==> src/rtl/ibuf2mac_pkg.sv <==
// Shared definitions for the ibuf-to-MAC drain stage: FSM encoding, header
// field position and the beat payload carried through the skid buffer.
package ibuf2mac_pkg;

  localparam logic [2:0] S_IDLE = 3'd0;
  localparam logic [2:0] S_HDR  = 3'd1;
  localparam logic [2:0] S_WAIT = 3'd2;
  localparam logic [2:0] S_DATA = 3'd3;
  localparam logic [2:0] S_DONE = 3'd4;

  localparam int unsigned LEN_LSB = 0;
  localparam int unsigned LEN_W   = 16;
  localparam int unsigned NQ_W    = LEN_W - 2;
  localparam int unsigned QW_W    = 64;
  localparam int unsigned STRB_W  = QW_W / 8;

  typedef struct packed {
    logic [QW_W-1:0]   data;
    logic [STRB_W-1:0] strb;
    logic              last;
  } beat_t;

  // Number of payload QWs following a header of the given byte length.
  function automatic logic [NQ_W-1:0] len2nq(input logic [LEN_W-1:0] len);
    return NQ_W'((32'(len) + 32'd7) >> 3);
  endfunction

  // Byte enables of the final beat of a frame.
  function automatic logic [STRB_W-1:0] last_strb(input logic [LEN_W-1:0] len);
    return (len[2:0] == 3'd0) ? {STRB_W{1'b1}}
                              : STRB_W'((9'd1 << len[2:0]) - 9'd1);
  endfunction

endpackage

==> src/rtl/ibuf2mac_skid.sv <==
// Two-entry beat FIFO between the BRAM read pipeline and the AXI-stream port;
// the head entry drives the stream outputs directly from registers.
module ibuf2mac_skid
  import ibuf2mac_pkg::*;
(
  input  logic  clk,
  input  logic  rst,
  input  logic  push,
  input  beat_t din,
  input  logic  ready,
  output beat_t dout,
  output logic  dout_vld,
  output logic  full,
  output logic  afull
);

  beat_t tail_q;
  logic  tail_vld_q;
  logic  pop_c;

  assign pop_c = dout_vld & ready;
  assign full  = tail_vld_q;
  assign afull = dout_vld & ~tail_vld_q;

  // The issuer never pushes into a full buffer unless the head is leaving.
  always_ff @(posedge clk) begin
    if (rst) begin
      dout       <= '0;
      dout_vld   <= 1'b0;
      tail_q     <= '0;
      tail_vld_q <= 1'b0;
    end else if (pop_c) begin
      if (tail_vld_q) begin
        dout <= tail_q;
        if (push) tail_q <= din;
        else      tail_vld_q <= 1'b0;
      end else if (push) begin
        dout <= din;
      end else begin
        dout_vld <= 1'b0;
      end
    end else if (push) begin
      if (!dout_vld) begin
        dout     <= din;
        dout_vld <= 1'b1;
      end else begin
        tail_q     <= din;
        tail_vld_q <= 1'b1;
      end
    end
  end

endmodule

==> src/rtl/ibuf2mac.sv <==
// Store-and-forward drain of length-prefixed frames from the ibuf BRAM to the
// 10G MAC TX stream; frees ibuf space only when a frame has fully left.
module ibuf2mac
  import ibuf2mac_pkg::*;
#(
  parameter int unsigned BW      = 9,
  parameter int unsigned MAX_LEN = 1518,
  parameter int unsigned MIN_LEN = 14
) (
  input  logic              clk,
  input  logic              rst,
  input  logic [BW:0]       committed_prod,
  output logic [BW:0]       committed_cons,
  output logic [BW-1:0]     rd_addr,
  input  logic [QW_W-1:0]   rd_data,
  output logic [QW_W-1:0]   m_axis_tdata,
  output logic [STRB_W-1:0] m_axis_tstrb,
  output logic              m_axis_tvalid,
  input  logic              m_axis_tready,
  output logic              m_axis_tlast,
  output logic [31:0]       drop_cnt
);

  localparam int unsigned PW = BW + 1;

  logic [2:0]       state_q, state_d;
  logic [PW-1:0]    cons_q, cons_d, rd_ptr_q, rd_ptr_d;
  logic [LEN_W-1:0] len_q, len_d;
  logic [NQ_W-1:0]  nq_q, nq_d, iss_q, iss_d;
  logic             drop_q, drop_d;
  logic [31:0]      drop_cnt_q, drop_cnt_d;
  logic             rd_vld_q, rd_last_q;

  logic [PW-1:0]    avail_c;
  logic [LEN_W-1:0] hdr_len_c;
  logic             avail_ok_c, pop_c, room_c, last_iss_c, issue_c;
  logic [2:0]       lvl_c;
  logic             skid_full, skid_afull;
  beat_t            skid_in, skid_out;

  assign hdr_len_c  = rd_data[LEN_LSB +: LEN_W];
  assign avail_c    = committed_prod - cons_q;
  assign avail_ok_c = 32'(avail_c) >= (32'(nq_q) + 32'd1);
  assign pop_c      = m_axis_tvalid & m_axis_tready;
  assign last_iss_c = (iss_q == (nq_q - NQ_W'(1)));

  // Skid occupancy after this cycle, including the read already in flight.
  assign lvl_c  = {1'b0, skid_full, skid_afull};
  assign room_c = ((lvl_c + 3'(rd_vld_q)) - 3'(pop_c)) <= 3'd1;

  always_ff @(posedge clk) begin
    if (rst) state_q <= S_IDLE;
    else     state_q <= state_d;
  end

  // The first payload read is launched from S_WAIT so the first beat is not
  // delayed by an extra address cycle.
  always_comb begin
    state_d    = state_q;
    cons_d     = cons_q;
    rd_ptr_d   = rd_ptr_q;
    len_d      = len_q;
    nq_d       = nq_q;
    iss_d      = iss_q;
    drop_d     = drop_q;
    drop_cnt_d = drop_cnt_q;
    issue_c    = 1'b0;
    case (state_q)
      S_IDLE: if (avail_c != '0) state_d = S_HDR;
      S_HDR: begin
        len_d    = hdr_len_c;
        nq_d     = len2nq(hdr_len_c);
        iss_d    = '0;
        rd_ptr_d = cons_q + PW'(1);
        if (hdr_len_c == '0) begin
          cons_d  = cons_q + PW'(1);
          state_d = S_IDLE;
        end else begin
          drop_d  = (32'(hdr_len_c) < MIN_LEN) || (32'(hdr_len_c) > MAX_LEN);
          state_d = S_WAIT;
        end
      end
      S_WAIT: begin
        if (avail_ok_c) begin
          if (drop_q) begin
            cons_d   = cons_q + PW'(nq_q) + PW'(1);
            rd_ptr_d = cons_q + PW'(nq_q) + PW'(1);
            if (drop_cnt_q != '1) drop_cnt_d = drop_cnt_q + 32'd1;
            state_d  = S_IDLE;
          end else begin
            issue_c = 1'b1;
            state_d = last_iss_c ? S_DONE : S_DATA;
          end
        end
      end
      S_DATA: begin
        if (room_c) begin
          issue_c = 1'b1;
          if (last_iss_c) state_d = S_DONE;
        end
      end
      S_DONE: begin
        if (pop_c && m_axis_tlast) begin
          cons_d   = cons_q + PW'(nq_q) + PW'(1);
          rd_ptr_d = cons_q + PW'(nq_q) + PW'(1);
          state_d  = S_IDLE;
        end
      end
      default: state_d = S_IDLE;
    endcase
    if (issue_c) begin
      rd_ptr_d = rd_ptr_q + PW'(1);
      iss_d    = iss_q + NQ_W'(1);
    end
  end

  always_ff @(posedge clk) begin
    if (rst) begin
      cons_q     <= '0;
      rd_ptr_q   <= '0;
      len_q      <= '0;
      nq_q       <= '0;
      iss_q      <= '0;
      drop_q     <= 1'b0;
      drop_cnt_q <= '0;
      rd_vld_q   <= 1'b0;
      rd_last_q  <= 1'b0;
    end else begin
      cons_q     <= cons_d;
      rd_ptr_q   <= rd_ptr_d;
      len_q      <= len_d;
      nq_q       <= nq_d;
      iss_q      <= iss_d;
      drop_q     <= drop_d;
      drop_cnt_q <= drop_cnt_d;
      rd_vld_q   <= issue_c;
      rd_last_q  <= issue_c & last_iss_c;
    end
  end

  always_comb begin
    skid_in.data = rd_data;
    skid_in.strb = rd_last_q ? last_strb(len_q) : {STRB_W{1'b1}};
    skid_in.last = rd_last_q;
  end

  ibuf2mac_skid u_skid (
    .clk      (clk),
    .rst      (rst),
    .push     (rd_vld_q),
    .din      (skid_in),
    .ready    (m_axis_tready),
    .dout     (skid_out),
    .dout_vld (m_axis_tvalid),
    .full     (skid_full),
    .afull    (skid_afull)
  );

  assign m_axis_tdata   = skid_out.data;
  assign m_axis_tstrb   = skid_out.strb;
  assign m_axis_tlast   = skid_out.last;
  assign committed_cons = cons_q;
  assign rd_addr        = rd_ptr_q[BW-1:0];
  assign drop_cnt       = drop_cnt_q;

endmodule

==> config.mk <==
export PLATFORM = sky130hd
export DESIGN_NAME = ibuf2mac
export DESIGN_NICKNAME = d
export VERILOG_FILES = /design/src/rtl/ibuf2mac_pkg.sv /design/src/rtl/ibuf2mac_skid.sv /design/src/rtl/ibuf2mac.sv
export SDC_FILE = /design/constraint.sdc
export NUM_CORES = 1
export LEC_CHECK = 0
export CORE_MARGIN = 3
export CORE_UTILIZATION = 55
export DETAILED_ROUTE_END_ITERATION = 16
export HOLD_SLACK_MARGIN = 0.15
export PLACE_DENSITY = 0.94
export SLEW_MARGIN = 40
export SYNTH_ARGS = -nofsm -noshare
export SYNTH_HDL_FRONTEND = slang
export SYNTH_SLANG_ARGS = --single-unit
==> constraint.sdc <==
create_clock -name clk -period 14.03 [get_ports clk]
set_input_delay 4.209 -clock clk [delete_from_list [all_inputs] [get_ports clk]]
set_output_delay 4.209 -clock clk [all_outputs]
set_load 0.05 [all_outputs]
; Yosys cells after proc, flatten, opt, wreduce, memory -nomap -nowiden
; Index checks and enable logic that the tools add are counted.
[classes]
n_mux = 42
magnitude_cmp = 4
reduce_logical = 21
n_bitwise = 5
n_div = 0
n_addsub = 13
n_mul = 0
shift = 1
eq_ne = 21
[ops]
columns = cell, n
row1 = two-way mux 73 bit, 9
row2 = case mux 10 bit (3 select lines), 2
row3 = two-way mux 10 bit, 5
row4 = "adder 32 x 1 -> 32 bit, second input constant", 1
row5 = "inequality test 32 bit, second input constant", 1
row6 = "adder 10 x 1 -> 10 bit, second input constant", 3
row7 = two-way mux 14 bit, 2
row8 = "inequality test 2 bit, second input constant", 11
row9 = two-way mux 3 bit, 7
row10 = "adder 16 x 3 -> 17 bit, second input constant", 1
row11 = "> comparator 16 x 11 -> 1 bit, second input constant", 1
row12 = logical NOT 16 bit, 1
row13 = "less-than comparator 16 x 4 -> 1 bit, second input constant", 1
row14 = two-way mux 8 bit, 2
row15 = "adder 14 x 1 -> 15 bit, second input constant", 1
row16 = greater-or-equal comparator 10 x 15 -> 1 bit, 1
row17 = case mux 3 bit (5 select lines), 1
row18 = "adder 14 x 1 -> 14 bit, second input constant", 1
row19 = == test 14 bit, 1
row20 = "subtractor 14 x 1 -> 14 bit, second input constant", 1
row21 = two-way mux 1 bit, 12
row22 = AND reduction 4 bit, 3
row23 = adder 10 bit, 1
row24 = AND reduction 5 bit, 2
row25 = other kinds (24), 36
[totals]
regBits = 237
in_bits = 77
rom_bits = 0
n_memories = 0
wordCells = 125
output_inout_bits = 125
ramBits = 0
latchBits = 0

; Longest topological paths before layout
[depth]
word_depth = 9
ltp_mapped = 18
mapped_depth_nobuf = 17

; By module
; Synthesis repeated with hierarchy kept, for this count alone.
[hier_totals]
cells_unflattened = 1693
area_unflattened_um2 = 14267.4
[modules_own_cells]
columns = module, area_each_um2, cells_per_inst, seq_area_each_um2, instances
row1 = ibuf2mac_skid, 7458.4, 838, 2962.8, 1
row2 = ibuf2mac, 6809.0, 855, 1761.7, 1

; Worst setup path after synthesis
; Ideal clock, no wire load.
[synth_timing]
kind = input-to-reg
start = input committed_prod[3]
end = register cons_q[9] (netlist: committed_cons[9])
setup_ns = 0.123
slack_ns = 6.362
cell_stages = 17
required_ns = 13.907
arrival_time_ns = 7.545
path_buffers = 1
cell_sequence = ha_1 -> and3_1 -> a21oi_1 -> nand3_1 -> a31o_2 -> a21oi_1 -> xnor2_1 -> inv_1 -> ha_1 -> o21ai_0 -> a2111oi_1 -> o2111ai_1 -> o221ai_2 -> and2_1 -> buf_2 -> o21ai_1 -> mux2_1
[synth_between]
elab_chain_len = 4
[synth_rtl]
columns = item, line
row1 = from (decl), ibuf2mac.sv:12  ; input logic [BW:0] committed_prod,
row2 = subtractor 10 bit, ibuf2mac.sv:42  ; assign avail_c = committed_prod - cons_q;
row3 = greater-or-equal comparator 10 x 15 -> 1 bit, ibuf2mac.sv:43  ; assign avail_ok_c = 32'(avail_c) >= (32'(nq_q) + 32'd1);
row4 = inequality test 2 bit (no line), -
row5 = AND reduction 5 bit (no line), -
row6 = to (signal assigned), ibuf2mac.sv:129  ; cons_q <= cons_d;
row7 = to (decl), ibuf2mac.sv:27  ; logic [PW-1:0] cons_q, cons_d, rd_ptr_q, rd_ptr_d;
; No other way between the ends.
; A chain may end at the register's enable or synchronous reset.

; Worst setup path after layout
[layout_timing]
start = input committed_prod[0]
end = register rd_ptr_q[3]
[layout_between]
elab_chain_len = 6
elab_cells_between_ends = 10
classes_between = add/sub: 1 / order compare: 1 / eq/ne: 3 / mux: 3 / reduce/logical: 2
[layout_rtl]
columns = item, line
row1 = subtractor 10 bit *, ibuf2mac.sv:42
row2 = greater-or-equal comparator 10 x 15 -> 1 bit *, ibuf2mac.sv:43
row3 = two-way mux 1 bit, ibuf2mac.sv:84  ; if (avail_ok_c) begin
row4 = case mux 1 bit (2 select lines), ibuf2mac.sv:68  ; case (state_q)
row5 = inequality test 3 bit (no line) / nonzero test 4 bit (equally long branches), -
row6 = AND reduction 4 bit (no line), -
row7 = to (signal assigned), ibuf2mac.sv:130  ; rd_ptr_q <= rd_ptr_d;
row8 = to (decl), ibuf2mac.sv:27
; Mark *: on every way between the ends. The rest lies on a longest branch, timed or not.

==> run summary <==
routed length per instance: 16.93 µm
most frequent cell on the critical path: ha_1
vias in the first global route: 10777
YS warnings: 0
antenna diode count: 0
final hold slack: 0.4521 ns
Clock power frac: 0.258
slowest cell delay on critical path: 0.50 ns
first-pass GRT wire length: 52950 µm
compound-cell area share of the yosys netlist: 0.1727
synthesized netlist cell count: 1451
CP cell instances: clkdlybuf4s50_1 -> inv_1 -> ha_1 -> fa_1 -> nor2b_1 -> o2111ai_1 -> nand2_1 -> nor2_1 -> xnor2_1 -> ha_1 -> a21o_1 -> a2111oi_0 -> o31ai_1 -> o211a_1 -> a22o_1 -> a21oi_2 -> o21ai_0 -> a21oi_1
Post-synth top flop: dfxtp_1
setup TNS: 0 ns
root buffer cell: clkbuf_16
die height: 153.3 µm
row count: 53
syn_nets: 1567
RR Startpoint: committed_cons[4]$_SDFFE_PP0P_
CTS Buffer Depth: 3
grt total ovfl: 0
CP Data Required Time: 14.49 ns
r2r worst-path depth: 17
number of remaining DRC errors: 0
Reg2Reg Capture Point: drop_cnt[5]$_SDFFE_PP0P_
Setup Skew: 0.01400 ns
VDD IR max: 0.1218 mV
Final nets: 1713
Final ANT Viol Nets: 0
Worst Setup SP: committed_prod[0]
Tcrit/Tclk final: 0.5864
setup bufs post-CTS: 0
CP max FO: 18
Final Wtd Congestion: 0.9189
Worst R2R Setup Slack: 9.29 ns
crit path kind: input port to flip-flop
sw frac: 0.4102
Gate power share: 0.404
PortBufs: 201
initial antenna violation count: 0
Hold Crit Depth: 2
pwr/cell area: 174.2 nW/µm²
HPWL after DPL: 22060 µm
largest net degree at the start of global routing: 101
Synth Area in Adders: 0.04277
clock sinks: 236
Worst slew margin: 0.4536
met2 Usage GRT: 0.4427
Buf+Inv Stages, Crit Path: 2
cell area after synthesis: 11940 µm²
total number of vias: 11079
simple-gate share of the synthesized area: 0.2231
Final Max Slew Viols: 0
Top delay family on crit path: compound AO/OA/AOI/OAI gates
mux share of post-synthesis cell area: 0.05965
Slew @ Worst Pin: 0.8197 ns
Crit. End Element: flip-flop
die area: 23500 µm²
clk_lat worst skew: 0.54 ns
Avg Cell Area, Syn: 8.225 µm²
DRT Pass-1 Iters: 5
final hold vios: 0
Setup crit end: rd_ptr_q[3]$_SDFFE_PP0P_
core footprint: 21150 µm²
GR Util met3: 0.07135
Worst setup SP type: input port
unrepaired setup endpoints after global routing: false
die width: 153.3 µm
Top Usage Layer GRT: met2
sequential share of the synthesized area: 0.3958
hold_buf cts: 0
Net Switching: 1.064 mW
largest family of logic cells by synthesized area: simple AND/OR/NAND/NOR gates
Synth Register Bits: 236
Via density: 5.862
P_int: 1.530 mW
Worst path depth: 18
H-tree depth: 1
Synth Area in XOR/XNOR: 0.06604
synth unique cells: 75
Arrival @ worst endpoint: 8.69 ns
final setup violation count: 0
share of layout cells above drive strength 1: 0.04830
status: finished, final reports clean
CTS Buf Count: 26
FFs w/ async S/R, synth: 0
fin crit period: 8.227 ns
Max Freq: 121.5 MHz
Post-CTS Resized: 0
Top Ports: 202
Leakage: 5.565 nW
total wire length: 31990 µm
Post-synth EDFFs: 0
starting density of the core: 0.5642
met1 Use GR: 0.3263
Tot Pwr: 2.593 mW
Slowest-stage cell, CP: a22o_1
clock-pin slew on the worst setup and hold paths: 0.06 ns
Max Cap Viol: 0
GRT Util Overall: 0.2630
Layout area overhead: 24.73%
TritonCTS clock tree: built
Sequential Power Share: 0.338
First DRT Iteration DRCs: 828
worst hold path type: flip-flop to flip-flop
[kinds of logic after synthesis]
kind of cell    count (synthesis)
compound gates                322
fa+ha+maj                      39
mux                            71
buf+inv                       121
xor+xnor                       90
flops                         236
simple gates                  572
[cell usage after synthesis (5+ instances only)]
cell        n  area [µm²]
a211oi_1   89       668.1
a21o_1      6       45.04
a21oi_1   131       655.6
a31oi_1     7       43.79
and2_1     13       81.33
and3_1     24       150.1
buf_1      11       41.29
buf_2      12       60.06
clkbuf_1   66       247.7
dfxtp_1   236        4725
ha_1       36       450.4
inv_1      30       112.6
mux2i_1    70       700.7
nand2_1   204       765.7
nand2b_1    6       37.54
nand3_1    39       195.2
nand3b_1    7       52.55
nand4_1    21       131.4
nor2_1    172       645.6
nor2b_1    10       62.56
nor3_1     29       145.1
nor3b_1     7       52.55
nor4_1      5       31.28
o211ai_1    8       60.06
o21a_1      6       45.04
o21ai_0    36       180.2
or3_1       8       50.05
xnor2_1    50       437.9
xor2_1     40       350.3
[sequential cells by signal, summed over array words and instances, names as in the netlist]
signal and cells:
committed_cons 10, drop_cnt 32, drop_q 1, iss_q 14
len_q 3, nq_q 14, rd_last_q 1, rd_ptr_q 9
rd_vld_q 1, state_q 3, u_skid.dout 73, u_skid.dout_vld 1
u_skid.full 1, u_skid.tail_q 73
[worst min-delay path: cells and delay by family (launching register included)]
| family | cells | cell delay, ns |
|---|---|---|
| flip-flops | 1 | 0.30 |
| AO/OA/AOI/OAI | 1 | 0.05 |
| AND/OR/NAND/NOR | 1 | 0.05 |
[metal layers]
layer  up-vias  share of wire
met5         -              0
met4         0          0.035
met3        88          0.084
met2       389           0.48
met1      5205           0.40
li1       5397              -
[per-stage QoR]
step / area (µm²) / setup slack [ns] / util / instances
after floorplan: 11940 / 6.362 / - / 1451
after global placement: 14000 / 5.212 / 0.6619 / 1843
after detailed placement: 14030 / 5.017 / 0.6632 / 1844
after CTS: 14880 / 5.538 / 0.7033 / 1890
after global routing: 14890 / 5.404 / 0.7037 / 1890
final: 14890 / 5.803 / 0.7037 / 1890
[layout by cell type, fill, tap and decap left out, types with 8 or more instances in the layout]
cell	n
a211oi_1	89
a21oi_1	130
and2_1	12
and3_1	23
clkbuf_16	26
clkdlybuf4s50_1	200
dfxtp_1	236
ha_1	36
inv_1	30
mux2i_1	70
nand2_1	203
nand3_1	38
nand4_1	21
nor2_1	172
nor2b_1	9
nor3_1	29
o211ai_1	8
o21ai_0	36
or3_1	8
xnor2_1	50
xor2_1	40
[cell type report]
type,count,area (µm²)
clock inverters,9,105.1
fillers,1552,6267
inverters,30,112.6
repair buffers,209,2096
clock buffers,37,742.0
flip-flops and latches,236,4725
well taps,275,344.1
multi-input cells,1094,6763
[how the worst min path moves through the flow]
| stage | endpoint | slack, ns | start |
|---|---|---|---|
| finish | u_skid.tail_q[30]$_SDFFE_PP0P_ | 0.45 | u_skid.tail_q[30]$_SDFFE_PP0P_ |
| detailed placement | u_skid.tail_q[30]$_SDFFE_PP0P_ | 0.45 | u_skid.tail_q[30]$_SDFFE_PP0P_ |
| global route | u_skid.tail_q[30]$_SDFFE_PP0P_ | 0.47 | u_skid.tail_q[30]$_SDFFE_PP0P_ |
| CTS | u_skid.tail_q[30]$_SDFFE_PP0P_ | 0.45 | u_skid.tail_q[30]$_SDFFE_PP0P_ |
| global placement | u_skid.tail_q[43]$_SDFFE_PP0P_ | 0.44 | u_skid.tail_q[43]$_SDFFE_PP0P_ |
| floorplan | u_skid.tail_q[0]$_SDFFE_PP0P_ | 0.44 | u_skid.tail_q[0]$_SDFFE_PP0P_ |
[power groups by stage]
stage	sequential, mW	clock (mW)	combinational [mW]
after global routing	0.887	0.703	1.15
after global placement	0.881	0	0.998
after floorplan	1.03	0	0.592
final	0.877	0.668	1.05
after detailed placement	0.886	0	1.03
after CTS	0.872	0.675	1.04
Note: power is estimated with default switching activity, not from simulation.
==> variant: new RTL, same flow settings <==
`BW`: 9 -> 8.
--- a/src/rtl/ibuf2mac.sv
+++ b/src/rtl/ibuf2mac.sv
@@ -3,7 +3,7 @@
 module ibuf2mac
   import ibuf2mac_pkg::*;
 #(
-  parameter int unsigned BW      = 9,
+  parameter int unsigned BW      = 8,
   parameter int unsigned MAX_LEN = 1518,
   parameter int unsigned MIN_LEN = 14
 ) (
Ports: changed (resized committed_cons, committed_prod and rd_addr); port bits go from 202 to 199. The function was not compared with the original's and may differ.
==> variant against the unedited design <==
- worst hold slack better by 0.00076 ns
- routed wire length rose by 3.9%
- setup slack got worse by 0.25 ns
- critical endpoint is now rd_ptr_q[0]
- sequential cell count fell by 2
- critical path type unchanged
- synthesized area barely moved
- non-clock buffer count shrank 1
- total power is 5.4% higher
- design area decreased by 0.50%
==> variant: results (changes against the unedited design) <==
Detailed routing
  – Final WL: 33.25 mm (+3.9%)
  – WL/cell: 17.59 um (+3.9%)
  – Via count: 11402 (+2.9%)
  – Detailed Routing Iterations Pass 1: 6 (+1)
  – 1st-iter DRT viols: 1037 (+25%)

Yosys
  – Sequential share of the synthesized area: 39.23% (-0.36 points)
  – Post-synth top cells: dfxtp_1 (234), nand2_1 (205), a21oi_1 (155), nor2_1 (143), a211oi_1 (91)
  – FF+latch count, synth: 234 (-0.85%)
  – Mux cell area share after synthesis: 6.287% (+0.32 points)
  – Post-Synthesis Cells: 1471 (+1.4%)
  – Adder-cell share of the synthesized area: 3.961% (-0.32 points)
  – Dominant cells by area after synthesis: dfxtp_1 (39%), a21oi_1 (6.5%), nand2_1 (6.4%)
  – Post-Synth XOR/XNOR Area: 4.474% (-2.1 points)
  – Complex-gate fraction of the synthesized area: 20.16% (+2.9 points)
  – Unique masters post-synth: 76 (+1.3%)

Finish
  – Fraction of area in multi-input gates: 45.29% (-0.14 points)
  – Signal buf overhead: 14.00% (-0.081 points)
  – Clk tree area frac: 5.677% (-0.013 points)
  – Multi-input combinational cell count: 1090 (-0.37%)
  – Buffers outside the clock class: 208 (-0.48%)
  – Non-clock inverters: 43 (+43%)
  – Clock buf count: 33 (-11%)

Power and ir drop
  – Max VDD drop: 0.0001112 V (-8.7%)
  – Pwr/cell area: 184.6 mW/mm2 (+5.9%)
  – Leak: 5.523 nW (-0.76%)

GRT
  – First-pass GRT wire length: 54.06 mm (+2.1%)
  – Largest net degree at the start of global routing: 117 (+16%)

Setup path
  – Crit path max-delay cell type: a2111oi_0
  – Crit-path max FO: 21 (+3)
  – Crit path arrival time: 8.88 ns (+0.19 ns)
  – CP endpoint: rd_ptr_q[0]
  – Worst r2r path cells: 14 (-3)
  – CP peak stage delay: 0.53 ns (+0.03 ns)
  – Critical R2R Launch: committed_cons[0]
  – R2R setup slack: 9.05 ns (-0.24 ns)

Place
  – DP Cell Count: 1850 (+0.33%)
  – IO buf count: 198 (-1.5%)
  – Pre-CTS setup slack: 5.073 ns (+0.05590 ns)
  – Area after DPL: 0.01396 mm2 (-0.48%)
  – Hpwl dp: 22.41 mm (+1.6%)

Clocking
  – TritonCTS buffer count: 24 (-7.7%)
  – Post-CTS Setup Repair Bufs: 0 (unchanged)
  – Clk_lat worst skew: 0.52 ns (-0.02 ns)

Status
  – Status: finished, final reports clean

Timing
  – Setup Skew: 0.01486 ns (+0.0008624 ns)
  – Worst Max-Slew Pin Slew: 0.8173 ns (-0.002341 ns)
  – Final Critical Period: 8.477 ns (+0.2502 ns)

Hold path
  – Hold_sp: u_skid.tail_q[14]

Floorplanning
  – Die W: 153.4 um (about the same)
## variant: cell types whose count changed after synthesis, sizes merged, moves of 12 or more
cell    unedited run  this run
xor2              40        23
a21oi            132       155
xnor2             50        38
or3                8        27
clkbuf            66        79
nor3              32        19
nor2             174       143
inv               30        42
## variant: worst min-delay path, cell delays in order, from the launching register on
cell and delay (ns):
dfxtp_1 0.31, nand2_1 0.05, a21oi_1 0.05
## variant: where the power goes
group          switching [mW]  internal, mW
sequential              0.131         0.753
clock                   0.263         0.422
combinational           0.728         0.437
## variant: metal layers
metal	wire (um)	GRT usage [%]	up-vias
met5	0	0	-
li1	-	-	5479
met3	2837	7.050	96
met2	16490	46.83	442
met1	13020	32.01	5385
met4	904	8.074	0
## variant: worst min path at each step
stage,cells past startpoint,to
finish,2,u_skid.tail_q[14]
detailed placement,2,u_skid.tail_q[56]
CTS,2,u_skid.tail_q[59]
floorplan,2,u_skid.tail_q[0]
global placement,2,u_skid.tail_q[27]
global route,2,u_skid.tail_q[61]
